--- config.mk ---
export PLATFORM = sky130hd
export DESIGN_NAME = apb_shared_arbiter
export DESIGN_NICKNAME = d
export VERILOG_FILES = /design/src/rtl/apb_shared_arbiter.sv
export SDC_FILE = /design/constraint.sdc
export NUM_CORES = 1
export LEC_CHECK = 0
export CAP_MARGIN = 20
export CORE_MARGIN = 2
export CORE_UTILIZATION = 35
export DETAILED_ROUTE_END_ITERATION = 7
export PLACE_DENSITY = 0.77
export SYNTH_ARGS = -nofsm -noshare
export SYNTH_HDL_FRONTEND = slang
export SYNTH_SLANG_ARGS = --single-unit
export TNS_END_PERCENT = 10
--- constraint.sdc ---
create_clock -name PCLK -period 1.8 [get_ports PCLK]
set_input_delay 0.36 -clock PCLK [delete_from_list [all_inputs] [get_ports PCLK]]
set_output_delay 0.36 -clock PCLK [all_outputs]
set_load 0.01 [all_outputs]
--- src/rtl/apb_shared_arbiter.sv ---
// Two-requester APB arbiter. Each transaction is granted whole, round-robin, and replayed on a
// single downstream APB port. A wait-state timeout aborts the transfer if the slave hangs.
module apb_shared_arbiter #(
  parameter int unsigned ADDR_W         = 32,
  parameter int unsigned DATA_W         = 32,
  parameter int unsigned TIMEOUT_CYCLES = 16
) (
  input  logic              PCLK,
  input  logic              PRESETn,

  input  logic              s0_PSEL,
  input  logic              s0_PENABLE,
  input  logic [ADDR_W-1:0] s0_PADDR,
  input  logic              s0_PWRITE,
  input  logic [DATA_W-1:0] s0_PWDATA,
  output logic [DATA_W-1:0] s0_PRDATA,
  output logic              s0_PREADY,
  output logic              s0_PSLVERR,

  input  logic              s1_PSEL,
  input  logic              s1_PENABLE,
  input  logic [ADDR_W-1:0] s1_PADDR,
  input  logic              s1_PWRITE,
  input  logic [DATA_W-1:0] s1_PWDATA,
  output logic [DATA_W-1:0] s1_PRDATA,
  output logic              s1_PREADY,
  output logic              s1_PSLVERR,

  output logic              m_PSEL,
  output logic              m_PENABLE,
  output logic [ADDR_W-1:0] m_PADDR,
  output logic              m_PWRITE,
  output logic [DATA_W-1:0] m_PWDATA,
  input  logic [DATA_W-1:0] m_PRDATA,
  input  logic              m_PREADY,
  input  logic              m_PSLVERR,

  output logic [1:0]        gnt,
  output logic              timeout_err
);

  localparam bit              TimeoutEn = (TIMEOUT_CYCLES != 0);
  localparam int unsigned     CntW      = TimeoutEn ? $clog2(TIMEOUT_CYCLES + 1) : 1;
  localparam logic [CntW-1:0] CntLimit  = CntW'(TIMEOUT_CYCLES);

  typedef enum logic [1:0] {StIdle, StSetup, StAccess, StResp} state_e;

  state_e            r_state,   w_state_d;
  logic [1:0]        r_gnt,     w_gnt_d;
  logic              r_prio,    w_prio_d;     // 1: s1 holds priority
  logic [CntW-1:0]   r_cnt,     w_cnt_d;
  logic              r_valid,   w_valid_d;    // granted requester still holding PSEL
  logic              r_psel,    w_psel_d;
  logic              r_penable, w_penable_d;
  logic [ADDR_W-1:0] r_addr,    w_addr_d;
  logic              r_write,   w_write_d;
  logic [DATA_W-1:0] r_wdata,   w_wdata_d;
  logic [DATA_W-1:0] r_rdata,   w_rdata_d;
  logic              r_slverr,  w_slverr_d;
  logic              r_timeout, w_timeout_d;

  logic [1:0]        w_req;
  logic [1:0]        w_pick;
  logic              w_gnt_sel;
  logic [CntW-1:0]   w_cnt_inc;
  logic              w_resp;
  logic              w_unused_penable;

  // Arbitration depends only on PSEL; upstream PENABLE carries no extra information here.
  assign w_unused_penable = s0_PENABLE | s1_PENABLE;

  assign w_req     = {s1_PSEL, s0_PSEL};
  assign w_pick    = (&w_req) ? (r_prio ? 2'b10 : 2'b01) : w_req;
  assign w_gnt_sel = |(r_gnt & w_req);
  assign w_cnt_inc = r_cnt + 1'b1;

  always_comb begin
    w_state_d   = r_state;
    w_gnt_d     = r_gnt;
    w_prio_d    = r_prio;
    w_cnt_d     = r_cnt;
    w_valid_d   = r_valid;
    w_psel_d    = r_psel;
    w_penable_d = r_penable;
    w_addr_d    = r_addr;
    w_write_d   = r_write;
    w_wdata_d   = r_wdata;
    w_rdata_d   = r_rdata;
    w_slverr_d  = r_slverr;
    w_timeout_d = 1'b0;

    unique case (r_state)
      StIdle: begin
        if (|w_req) begin
          w_gnt_d     = w_pick;
          w_valid_d   = 1'b1;
          w_addr_d    = w_pick[1] ? s1_PADDR  : s0_PADDR;
          w_write_d   = w_pick[1] ? s1_PWRITE : s0_PWRITE;
          w_wdata_d   = w_pick[1] ? s1_PWDATA : s0_PWDATA;
          w_psel_d    = 1'b1;
          w_penable_d = 1'b0;
          w_state_d   = StSetup;
        end
      end

      StSetup: begin
        if (!w_gnt_sel) w_valid_d = 1'b0;
        w_penable_d = 1'b1;
        w_state_d   = StAccess;
      end

      StAccess: begin
        if (!w_gnt_sel) w_valid_d = 1'b0;
        if (m_PREADY) begin
          // A ready slave wins even on the cycle the counter would hit the limit.
          w_rdata_d   = m_PRDATA;
          w_slverr_d  = m_PSLVERR;
          w_psel_d    = 1'b0;
          w_penable_d = 1'b0;
          w_state_d   = StResp;
        end else if (TimeoutEn) begin
          w_cnt_d = w_cnt_inc;
          if (w_cnt_inc == CntLimit) begin
            w_rdata_d   = '0;
            w_slverr_d  = 1'b1;
            w_timeout_d = 1'b1;
            w_psel_d    = 1'b0;
            w_penable_d = 1'b0;
            w_state_d   = StResp;
          end
        end
      end

      StResp: begin
        w_prio_d  = r_gnt[0];
        w_gnt_d   = 2'b00;
        w_cnt_d   = '0;
        w_valid_d = 1'b0;
        w_state_d = StIdle;
      end

      default: w_state_d = StIdle;
    endcase
  end

  always_ff @(posedge PCLK or negedge PRESETn) begin
    if (!PRESETn) begin
      r_state   <= StIdle;
      r_gnt     <= 2'b00;
      r_prio    <= 1'b0;
      r_cnt     <= '0;
      r_valid   <= 1'b0;
      r_psel    <= 1'b0;
      r_penable <= 1'b0;
      r_addr    <= '0;
      r_write   <= 1'b0;
      r_wdata   <= '0;
      r_rdata   <= '0;
      r_slverr  <= 1'b0;
      r_timeout <= 1'b0;
    end else begin
      r_state   <= w_state_d;
      r_gnt     <= w_gnt_d;
      r_prio    <= w_prio_d;
      r_cnt     <= w_cnt_d;
      r_valid   <= w_valid_d;
      r_psel    <= w_psel_d;
      r_penable <= w_penable_d;
      r_addr    <= w_addr_d;
      r_write   <= w_write_d;
      r_wdata   <= w_wdata_d;
      r_rdata   <= w_rdata_d;
      r_slverr  <= w_slverr_d;
      r_timeout <= w_timeout_d;
    end
  end

  assign w_resp = (r_state == StResp) && r_valid;

  assign s0_PREADY  = w_resp & r_gnt[0];
  assign s0_PRDATA  = s0_PREADY ? r_rdata : '0;
  assign s0_PSLVERR = s0_PREADY & r_slverr;

  assign s1_PREADY  = w_resp & r_gnt[1];
  assign s1_PRDATA  = s1_PREADY ? r_rdata : '0;
  assign s1_PSLVERR = s1_PREADY & r_slverr;

  assign m_PSEL      = r_psel;
  assign m_PENABLE   = r_penable;
  assign m_PADDR     = r_addr;
  assign m_PWRITE    = r_write;
  assign m_PWDATA    = r_wdata;
  assign gnt         = r_gnt;
  assign timeout_err = r_timeout;

endmodule

==> results of run 1 <==
==> cell usage after synthesis <==
cell and instances:
a22o_1 34, nand2_1 72, a31oi_4 1, and3_1 2, o21ai_2 1, nor3_1 2, buf_2 10, dfrtp_1 112
clkbuf_1 21, nand3_1 3, o21ai_0 72, buf_8 3, mux2i_1 67, a2bb2oi_1 1, nor2_1 4, a32o_1 4
buf_4 5, o21ai_1 1, and2_4 1, mux2_4 1, inv_1 8, a211o_1 1, nand2b_1 3, ha_1 6
mux2_2 3, nand4_1 2, and2_1 67, a21oi_1 5, buf_6 1, nand4b_1 1, o32a_1 1, nor2b_1 2
==> per-layer routing <==
| layer | global-route usage (%) | up-vias | share of wire [%] |
|---|---|---|---|
| met3 | 6.69 | 50 | 8.8 |
| met5 | 0 | - | 0 |
| met4 | 11.3 | 0 | 4.6 |
| li1 | - | 2427 | - |
| met2 | 37.4 | 249 | 50 |
| met1 | 21.3 | 2349 | 36 |
==> critical path: cells and delay by family, from the launching register on <==
family / cells / cell delay, ns
adders and majority gates: 1 / 0.19
buffers and inverters: 3 / 0.41
DFF: 1 / 0.41
and+or+nand+nor: 2 / 0.32
==> flip-flops by register name (all words and copies together), names as in the netlist <==
signal       flops
m_PADDR         32
m_PWDATA        32
r_rdata         32
r_cnt            5
gnt              2
r_state          2
m_PENABLE        1
m_PSEL           1
m_PWRITE         1
r_prio           1
r_slverr         1
r_valid          1
timeout_err      1
==> cells by family (layout without fill, tap and decap cells) <==
group           Yosys count  count (layout)
simple gates            159             159
mux                      71              71
fa+ha+maj                 6               6
compound gates          121             121
flops                   112             112
buf+inv                  48             373
==> cell type report <==
cell class | count | area share (%)
multi-input combinational | 357 | 26.8
sequential | 112 | 29.4
clock buffer | 12 | 2.48
timing repair buffer | 349 | 38.1
tap | 188 | 2.47
clock inverter | 4 | 0.472
inverter | 8 | 0.315
==> power breakdown <==
group / internal, uW / switching [uW]
Sequential: 3670 / 772
Combinational: 3170 / 2510
Clock: 1080 / 854
==> through the flow <==
step | cells | power, uW | setup slack (ns) | util (%) | hold WS (ns)
floorplan | 517 | 6850 | 0.0406 | - | 0.0644
global placement | 1004 | 9750 | -0.171 | 59.1 | 0.461
detailed placement | 1004 | 9960 | -0.227 | 59.1 | 0.470
CTS | 1030 | 12200 | -0.238 | 62.4 | 0.118
global route | 1030 | 12900 | -0.281 | 62.8 | 0.135
finish | 1030 | 12100 | -0.236 | 62.8 | 0.0669
==> worst min path at each step <==
stage                               endpoint  cells after the start
floorplan                 gnt[0]$_DFFE_PN0P_                      0
global placement    m_PWDATA[15]$_DFFE_PN0P_                      2
detailed placement   m_PADDR[14]$_DFFE_PN0P_                      2
CTS                  r_rdata[29]$_DFFE_PN0P_                      2
global route         r_rdata[29]$_DFFE_PN0P_                      2
finish               r_rdata[29]$_DFFE_PN0P_                      2
==> what timing repair did <==
item,in CTS,in global routing
endpoints found under the hold margin,0,0
gates resized for setup,357,14
buffers inserted,4,0
gates cloned,6,0
pin swaps,36,2
endpoints found under the setup margin,69,109
==> impl_metrics.csv, run 1 <==
group,metric,value,unit
power,power_density,1260,nW/um^2
logic_synthesis,synthMuxAreaShare,13.2,%
placed_design,routabilityCongestion,0.791,
global_route,globalRouteOverflowTotal,0,
clock_tree,numCtsBuffers,9,
worst_setup_path,worstSetupPathType,"flip-flop to output pin",
logic_synthesis,synth_compound_area_share,14.4,%
worst_setup_path,r2r_slack,0.01,ns
final_layout,nNetsFinal,1013,
logic_synthesis,synthAdderAreaFrac,1.38,%
logic_synthesis,synthesis.nets,693,
power,leakagePower,0.00456,uW
final_layout,postLayoutCellArea,9540,sq um
sta,hold_violations,0,
final_layout,multiInputGateArea,2550,sq um
worst_setup_path,worstPathArrival,1.68,ns
sta,min_period,2.04,ns
logic_synthesis,ys_seq_area_share,51.5,%
route,dr_total_vias,5075,
clock_tree,max-clock-path-buffers,2,
die,fp-row-count,45,
logic_synthesis,netlist.area_leader.share,51.5,%
worst_setup_path,cp_cell_sequence,"ha_4 > and3_4 > buf_12 > buf_16 > and2_4 > buf_6",
power,ir_worst_vdd,0.577,mV
logic_synthesis,synthSimpleGateAreaFrac,14.8,%
logic_synthesis,ys_warn_count,0,
die,start_util,35.8,%
worst_setup_path,crit_start,"r_state[0]$_DFFE_PN0P_",
clock_tree,clk_latency,0.34,ns
global_route,grt_max_degree,113,
route,finalWirelength,17200,um
placed_design,dpl_cell_area,8980,sq um
worst_setup_path,worstPathMaxFanout,8,
sta,setup_slack,-0.236,ns
sta,finalSetupTns,-9.95,ns
sta,slew_headroom,58.8,%
global_route,grt_usage,20.7,%
clock_tree,cts_root_buffer,"clkbuf_16",
worst_setup_path,r2r_cells,9,
worst_setup_path,slowest_delay,0.41,ns
placed_design,dp_hpwl,12700,um
clock_tree,cts_sinks,112,
worst_setup_path,crit-reg2reg-launch,"r_state[1]$_DFFE_PN0P_",
die,core,15200,sq um
logic_synthesis,synth_cell_types,32,
die,fp.dieW,129,um
route,dr.first_iter.drc_count,111,
worst_setup_path,cp-start-kind,"flip-flop",
final_layout,final_cell_mix,"235 x clkdlybuf4s50_1, 112 x dfrtp_1, 72 x nand2_1, 71 x o21ai_0, 67 x mux2i_1",
route,drt-pass1-iter-count,6,
route,avgViaCountPerCell,4.93,
die,num_io_pins,308,
logic_synthesis,synth.avg_cell_area,10.5,sq um
global_route,antenna_found_initial,0,
logic_synthesis,synth_top_family_by_area,"simple AND/OR/NAND/NOR gates",
run,drv_cap,0,
final_layout,final_layout_size_suffix_gt1_share,22.0,%
sta,drv_slew,0,
global_route,grt_pass1_wl,26700,um
sta,setup_viol,66,
status,violations,"setup timing",
status,status,"finished, violations left",
clock_tree,holdBufCountCts,0,
route,post_drt_wl_per_cell,16.7,um
route,antenna_left,0,
worst_setup_path,crit_path_end,"s0_PRDATA[3]",
min_path,hp-class,"input pin to asynchronous set/reset pin",
final_layout,nFillCells,1172,
logic_synthesis,yosys-top-cells-area,"dfrtp_1 52%, mux2i_1 12%, and2_1 7.7%, o21ai_0 6.6%, a22o_1 5.5%",
logic_synthesis,syn_inst,517,
sta,worst_slew_pin_slew,0.618,ns
die,die_height,129,um
final_layout,mostFrequentLayoutCell,"clkdlybuf4s50_1",
sta,max_freq,0.491,GHz
final_layout,area_growth,75.4,%
sta,rsz0062_at_grt,"yes",
clock_tree,clk_pin_slew_worst_paths,0.07,ns
worst_setup_path,endpoint_kind,"output pin",
worst_setup_path,r2r_end,"m_PENABLE$_DFFE_PN0P_",
clock_tree,h-tree-depth,3,
route,route.detailed.drc,0,
logic_synthesis,ys_seq_elements,112,
sta,skew,0.00749,ns
worst_setup_path,crit_slowest_cell,"dfrtp_1",
placed_design,place.port_buffers,305,
global_route,grt_pass1_vias,5253,
sta,finalCritPeriodShare,113,%
final_layout,regArea,2800,sq um
worst_setup_path,required,1.44,ns
logic_synthesis,synthXorXnorAreaFrac,0,%
logic_synthesis,syn_area,5440,sq um
logic_synthesis,synth_area_leader_cell,"dfrtp_1",
die,die_area,16600,sq um
clock_tree,cts_tree,"yes",
final_layout,diodes,0,
(Power assumes the default switching activity.)
==> inputs of run 2 (changes only) <==
--- a/config.mk
+++ b/config.mk
@@ -7,9 +7,8 @@
 export LEC_CHECK = 0
 export CAP_MARGIN = 20
 export CORE_MARGIN = 2
-export CORE_UTILIZATION = 35
+export CORE_UTILIZATION = 28
 export DETAILED_ROUTE_END_ITERATION = 7
-export PLACE_DENSITY = 0.77
 export SYNTH_ARGS = -nofsm -noshare
 export SYNTH_HDL_FRONTEND = slang
 export SYNTH_SLANG_ARGS = --single-unit
==> impl_metrics.csv, run 2 (synthesis gave the netlist of run 1 again) <==
group,metric,value,unit
status,status,"finished, violations left",
status,violations,"setup timing",
worst_setup_path,worstSetupPathType,"flip-flop to output pin",
sta,skew,0.00828,ns
sta,setup_slack,-0.209,ns
worst_setup_path,worstPathArrival,1.65,ns
sta,finalCritPeriodShare,112,%
sta,drv_slew,0,
sta,setup_viol,68,
worst_setup_path,r2r_cells,9,
route,dr_total_vias,5008,
final_layout,postLayoutCellArea,9620,sq um
global_route,grt_pass1_wl,26900,um
global_route,grt_pass1_vias,5124,
die,fp.dieW,143,um
final_layout,nNetsFinal,1012,
final_layout,regArea,2800,sq um
min_path,hp-class,"input pin to asynchronous set/reset pin",
sta,rsz0062_at_grt,"yes",
final_layout,final_cell_mix,"234 x clkdlybuf4s50_1, 112 x dfrtp_1, 72 x nand2_1, 71 x o21ai_0, 67 x mux2i_1",
final_layout,diodes,0,
sta,hold_violations,0,
worst_setup_path,worstPathMaxFanout,8,
route,drt-pass1-iter-count,4,
die,die_area,20600,sq um
worst_setup_path,slowest_delay,0.41,ns
sta,worst_slew_pin_slew,0.330,ns
die,core,18900,sq um
power,ir_worst_vdd,0.649,mV
route,post_drt_wl_per_cell,15.8,um
worst_setup_path,cp_cell_sequence,"ha_4 > and3_4 > buf_12 > buf_16 > and2_1 > buf_2",
sta,max_freq,0.498,GHz
worst_setup_path,cp.depth,6,
die,fp-row-count,50,
die,die_height,143,um
worst_setup_path,crit_family,"buffers and inverters",
route,finalWirelength,17400,um
clock_tree,h-tree-depth,3,
worst_setup_path,path_buf_inv,3,
global_route,antenna_found_initial,0,
placed_design,dp_hpwl,12800,um
clock_tree,cts_tree,"yes",
global_route,grt_max_degree,73,
route,dr.first_iter.drc_count,191,
placed_design,dpl_cell_area,9020,sq um
route,avgViaCountPerCell,4.55,
final_layout,mostFrequentLayoutCell,"clkdlybuf4s50_1",
clock_tree,max-clock-path-buffers,2,
clock_tree,cts_root_buffer,"clkbuf_16",
final_layout,multiInputGateArea,2550,sq um
worst_setup_path,endpoint_kind,"output pin",
clock_tree,clk_latency,0.34,ns
sta,slew_headroom,78.0,%
power,power_density,1270,nW/um^2
die,start_util,28.8,%
power,leakagePower,0.00455,uW
die,num_io_pins,308,
clock_tree,cts_sinks,112,
route,antenna_left,0,
placed_design,routabilityCongestion,0.800,
route,route.detailed.drc,0,
final_layout,nFillCells,1711,
run,drv_cap,0,
worst_setup_path,crit_slowest_cell,"dfrtp_1",
sta,min_period,2.01,ns
global_route,globalRouteOverflowTotal,0,
final_layout,area_growth,76.9,%
sta,timing.hold.ws,0.455,ns
final_layout,final_layout_size_suffix_gt1_share,21.4,%
worst_setup_path,cp-start-kind,"flip-flop",
global_route,grt_usage,16.8,%
placed_design,place.port_buffers,305,
worst_setup_path,required,1.44,ns
clock_tree,numCtsBuffers,9,
clock_tree,clk_pin_slew_worst_paths,0.07,ns
-- run 2: layout make-up --
type	count	share of cell area, %
inverters	8	0.312
repair buffers	348	37.5
multi-input cells	357	26.5
well taps	260	3.38
clock buffers	11	2.42
flip-flops and latches	112	29.1
clock inverters	5	0.845
-- run 2: final timing paths --
kind | end | from | slack [ns]
min in group PCLK | m_PWDATA[18]$_DFFE_PN0P_ | m_PWDATA[18]$_DFFE_PN0P_ | 0.48
max reg2reg | m_PENABLE$_DFFE_PN0P_ | r_state[1]$_DFFE_PN0P_ | 0.07
max in group asynchronous | m_PADDR[27]$_DFFE_PN0P_ | PRESETn | 0.77
max | s1_PRDATA[3] | r_state[0]$_DFFE_PN0P_ | -0.21
min | r_cnt[1]$_DFFE_PN0P_ | PRESETn | 0.46
min reg2reg | m_PWDATA[18]$_DFFE_PN0P_ | m_PWDATA[18]$_DFFE_PN0P_ | 0.48
-- run 2: layer usage --
layer	routed length [um]	up-vias	global-route usage, %
li1	-	2426	-
met1	6630	2325	18.7
met2	8960	243	30.6
met3	1590	14	4.97
met4	239	0	5.47
met5	0	-	0
-- run 2: where the power goes --
| group | internal (uW) | leakage (uW) | switching (uW) | total (uW) |
|---|---|---|---|---|
| clock network | 1220 | 0.000150 | 888 | 2110 |
| logic | 3110 | 0.00300 | 2490 | 5600 |
| registers | 3670 | 0.00140 | 792 | 4460 |
| total | 8010 | 0.00455 | 4170 | 12200 |
-- run 2: worst reg2reg max path: stages (launching register included) --
cell,delay (ns)
dfrtp_1,0.39
buf_4,0.12
buf_4,0.11
inv_2,0.05
ha_4,0.16
inv_2,0.07
nor3_2,0.04
buf_4,0.15
a211o_1,0.24
mux2_4,0.29
-- run 2: per-stage QoR --
| stage | cells | total power (uW) | TNS, ns | util [%] | setup slack [ns] |
|---|---|---|---|---|---|
| final | 1101 | 12200 | -9.10 | 50.9 | -0.209 |
| after global routing | 1101 | 13000 | -13.54 | 50.9 | -0.269 |
| after CTS | 1099 | 12200 | -10.53 | 49.5 | -0.224 |
| after detailed placement | 1074 | 9940 | -16.21 | 47.7 | -0.156 |
| after global placement | 1074 | 9770 | -11.56 | 47.7 | -0.119 |
| after floorplan | 517 | 6850 | 0 | - | 0.0406 |
-- run 2: what timing repair did --
action                                 CTS  global route
gates cloned                             6             0
buffers inserted                         2             2
resized for setup                      312            59
pin swaps                               34             5
endpoints found under the hold margin   18             0
hold buffers                             1             0
setup endpoints to repair               69            71
==> inputs of run 3 (changes only) <==
--- a/config.mk
+++ b/config.mk
@@ -9,6 +9,7 @@
 export CORE_MARGIN = 2
 export CORE_UTILIZATION = 28
 export DETAILED_ROUTE_END_ITERATION = 7
+export SLEW_MARGIN = 10
 export SYNTH_ARGS = -nofsm -noshare
 export SYNTH_HDL_FRONTEND = slang
 export SYNTH_SLANG_ARGS = --single-unit
==> results of run 3 <==
No change in the layout: final DEF, timing and power equal those of run 2.
==> RTL edit (settings of run 2) <==
Register the outputs `s0_PSLVERR` and `s1_PSLVERR`; this adds one clock of latency there. The other outputs are not delayed to match.
--- a/src/rtl/apb_shared_arbiter.sv
+++ b/src/rtl/apb_shared_arbiter.sv
@@ -181,3 +181,2 @@
   assign s0_PRDATA  = s0_PREADY ? r_rdata : '0;
-  assign s0_PSLVERR = s0_PREADY & r_slverr;
 
@@ -185,3 +184,6 @@
   assign s1_PRDATA  = s1_PREADY ? r_rdata : '0;
-  assign s1_PSLVERR = s1_PREADY & r_slverr;
+  always_ff @(posedge PCLK) begin
+    s0_PSLVERR <= s0_PREADY & r_slverr;
+    s1_PSLVERR <= s1_PREADY & r_slverr;
+  end
 
Behaviour: not the same (a bounded check fails within 4 cycles, from zero or initial values and one cycle with PRESETn low).
==> RTL edit against run 2 <==
The run still ends with setup timing left. Wire length rose by 0.44%. Sequential cell count increased by 2. Via count down 1.0%. Synthesized cell count increased by 0.39%. Synthesized area is 0.74% higher. Total power up 8.6%. Cell area decreased by 0.69%. Worst setup slack worse by 19 ps. Critical endpoint is now s1_PRDATA[21]. Highest routed layer unchanged.
==> RTL edit: results (changes against run 2) <==
Mapped Nets=695 (was 693); CTS clk-pin slew, worst paths=50 ps (was 70 ps); grt met2 use=28.0% (was 30.6%); setup ws final=-229 ps (was -209 ps); register area share after synthesis=51.9% (was 51.5%); Post-Place Worst Slack=-190 ps (was -156 ps); crit path to=s1_PRDATA[21] (was s1_PRDATA[3]); met3 routed WL=1730 um (was 1590 um); first-pass GRT wire length=25900 um (was 26900 um); post-DP HPWL=12700 um (was 12800 um); Finished Layout Cells=1110 (was 1101); largest cells by area after synthesis=dfrtp_1 (51%), mux2i_1 (12%), and2_1 (7.7%), o21ai_0 (6.6%), a22o_1 (5.4%) (was dfrtp_1 (52%), mux2i_1 (12%), and2_1 (7.7%), o21ai_0 (6.6%), a22o_1 (5.5%)); M1 GR Usage=18.6% (was 18.7%); share of cells above drive strength 1=19.2% (was 21.4%); Lkg Pwr=0.00455 uW (about the same); Worst EP arrival=1670 ps (was 1650 ps); Syn Inst Count=519 (was 517); Clock H-tree levels=4 (was 3); failing checks=setup timing (unchanged); FFs w/ async S/R, synth=98.2% (was 100%); Reg2Reg Depth=8 (was 9); Final setup viols=66 (was 68); Yosys warning count=0 (unchanged); Filler cells=1797 (was 1711); M1 WL=6900 um (was 6630 um); Initial DRC Count=169 (was 191); Adder-Cell Fraction of Synth Area=1.37% (was 1.38%); setup tns final=-11280 ps (was -9100 ps); R2R Setup Slk=10 ps (was 70 ps); post-synthesis mux area share=13.1% (was 13.2%); pin count of the biggest net entering global routing=112 (was 73); via/cell ratio=4.46 (was 4.55); global placement routability congestion=0.773 (was 0.800); worst skew pair latency=400 ps (was 340 ps); complex-gate fraction of the synthesized area=14.3% (was 14.4%); Num CTS Buffers=17 (was 9); status=complete, but fails checks (unchanged); VDD IR max=0.619 mV (was 0.649 mV); Detail Route met2 WL=8590 um (was 8960 um); final WL=17500 um (was 17400 um); Final nets=1008 (was 1012); area growth from synthesis to layout=74.4% (was 76.9%); vias in the first global route=4928 (was 5124); met3 Use GR=6.73% (was 4.97%)
-- RTL edit: cell count changes after synthesis --
cell | run 2 | this run
dfxtp_1 | 0 | 2
-- RTL edit: timing repair --
item	in CTS	in global routing
endpoints found under the setup margin	68	69
endpoints found under the hold margin	1	0
cloned	2	2
pin swaps	24	5
setup buffers	3	0
resized for setup	272	54
hold buffers	1	0
-- RTL edit: layout make-up --
cell class | count | area share, %
Clock buffer | 28 | 5.62
Clock inverter | 4 | 0.759
Tap cell | 265 | 3.47
Multi-Input combinational cell | 357 | 26.1
Timing Repair Buffer | 334 | 34.0
Sequential cell | 114 | 29.7
Inverter | 8 | 0.314
-- RTL edit: power by group --
group	switching [uW]	leakage, uW	total [uW]	internal [uW]
Clock	1100	0.000297	3400	2300
Sequential	788	0.00142	4520	3730
Combinational	2410	0.00283	5310	2910
-- RTL edit: worst max-delay path, cell delays in order (launching register included) --
cell and delay, ps:
dfrtp_1 410, ha_4 170, and3_4 270, clkbuf_16 180
and2_1 120, buf_2 130
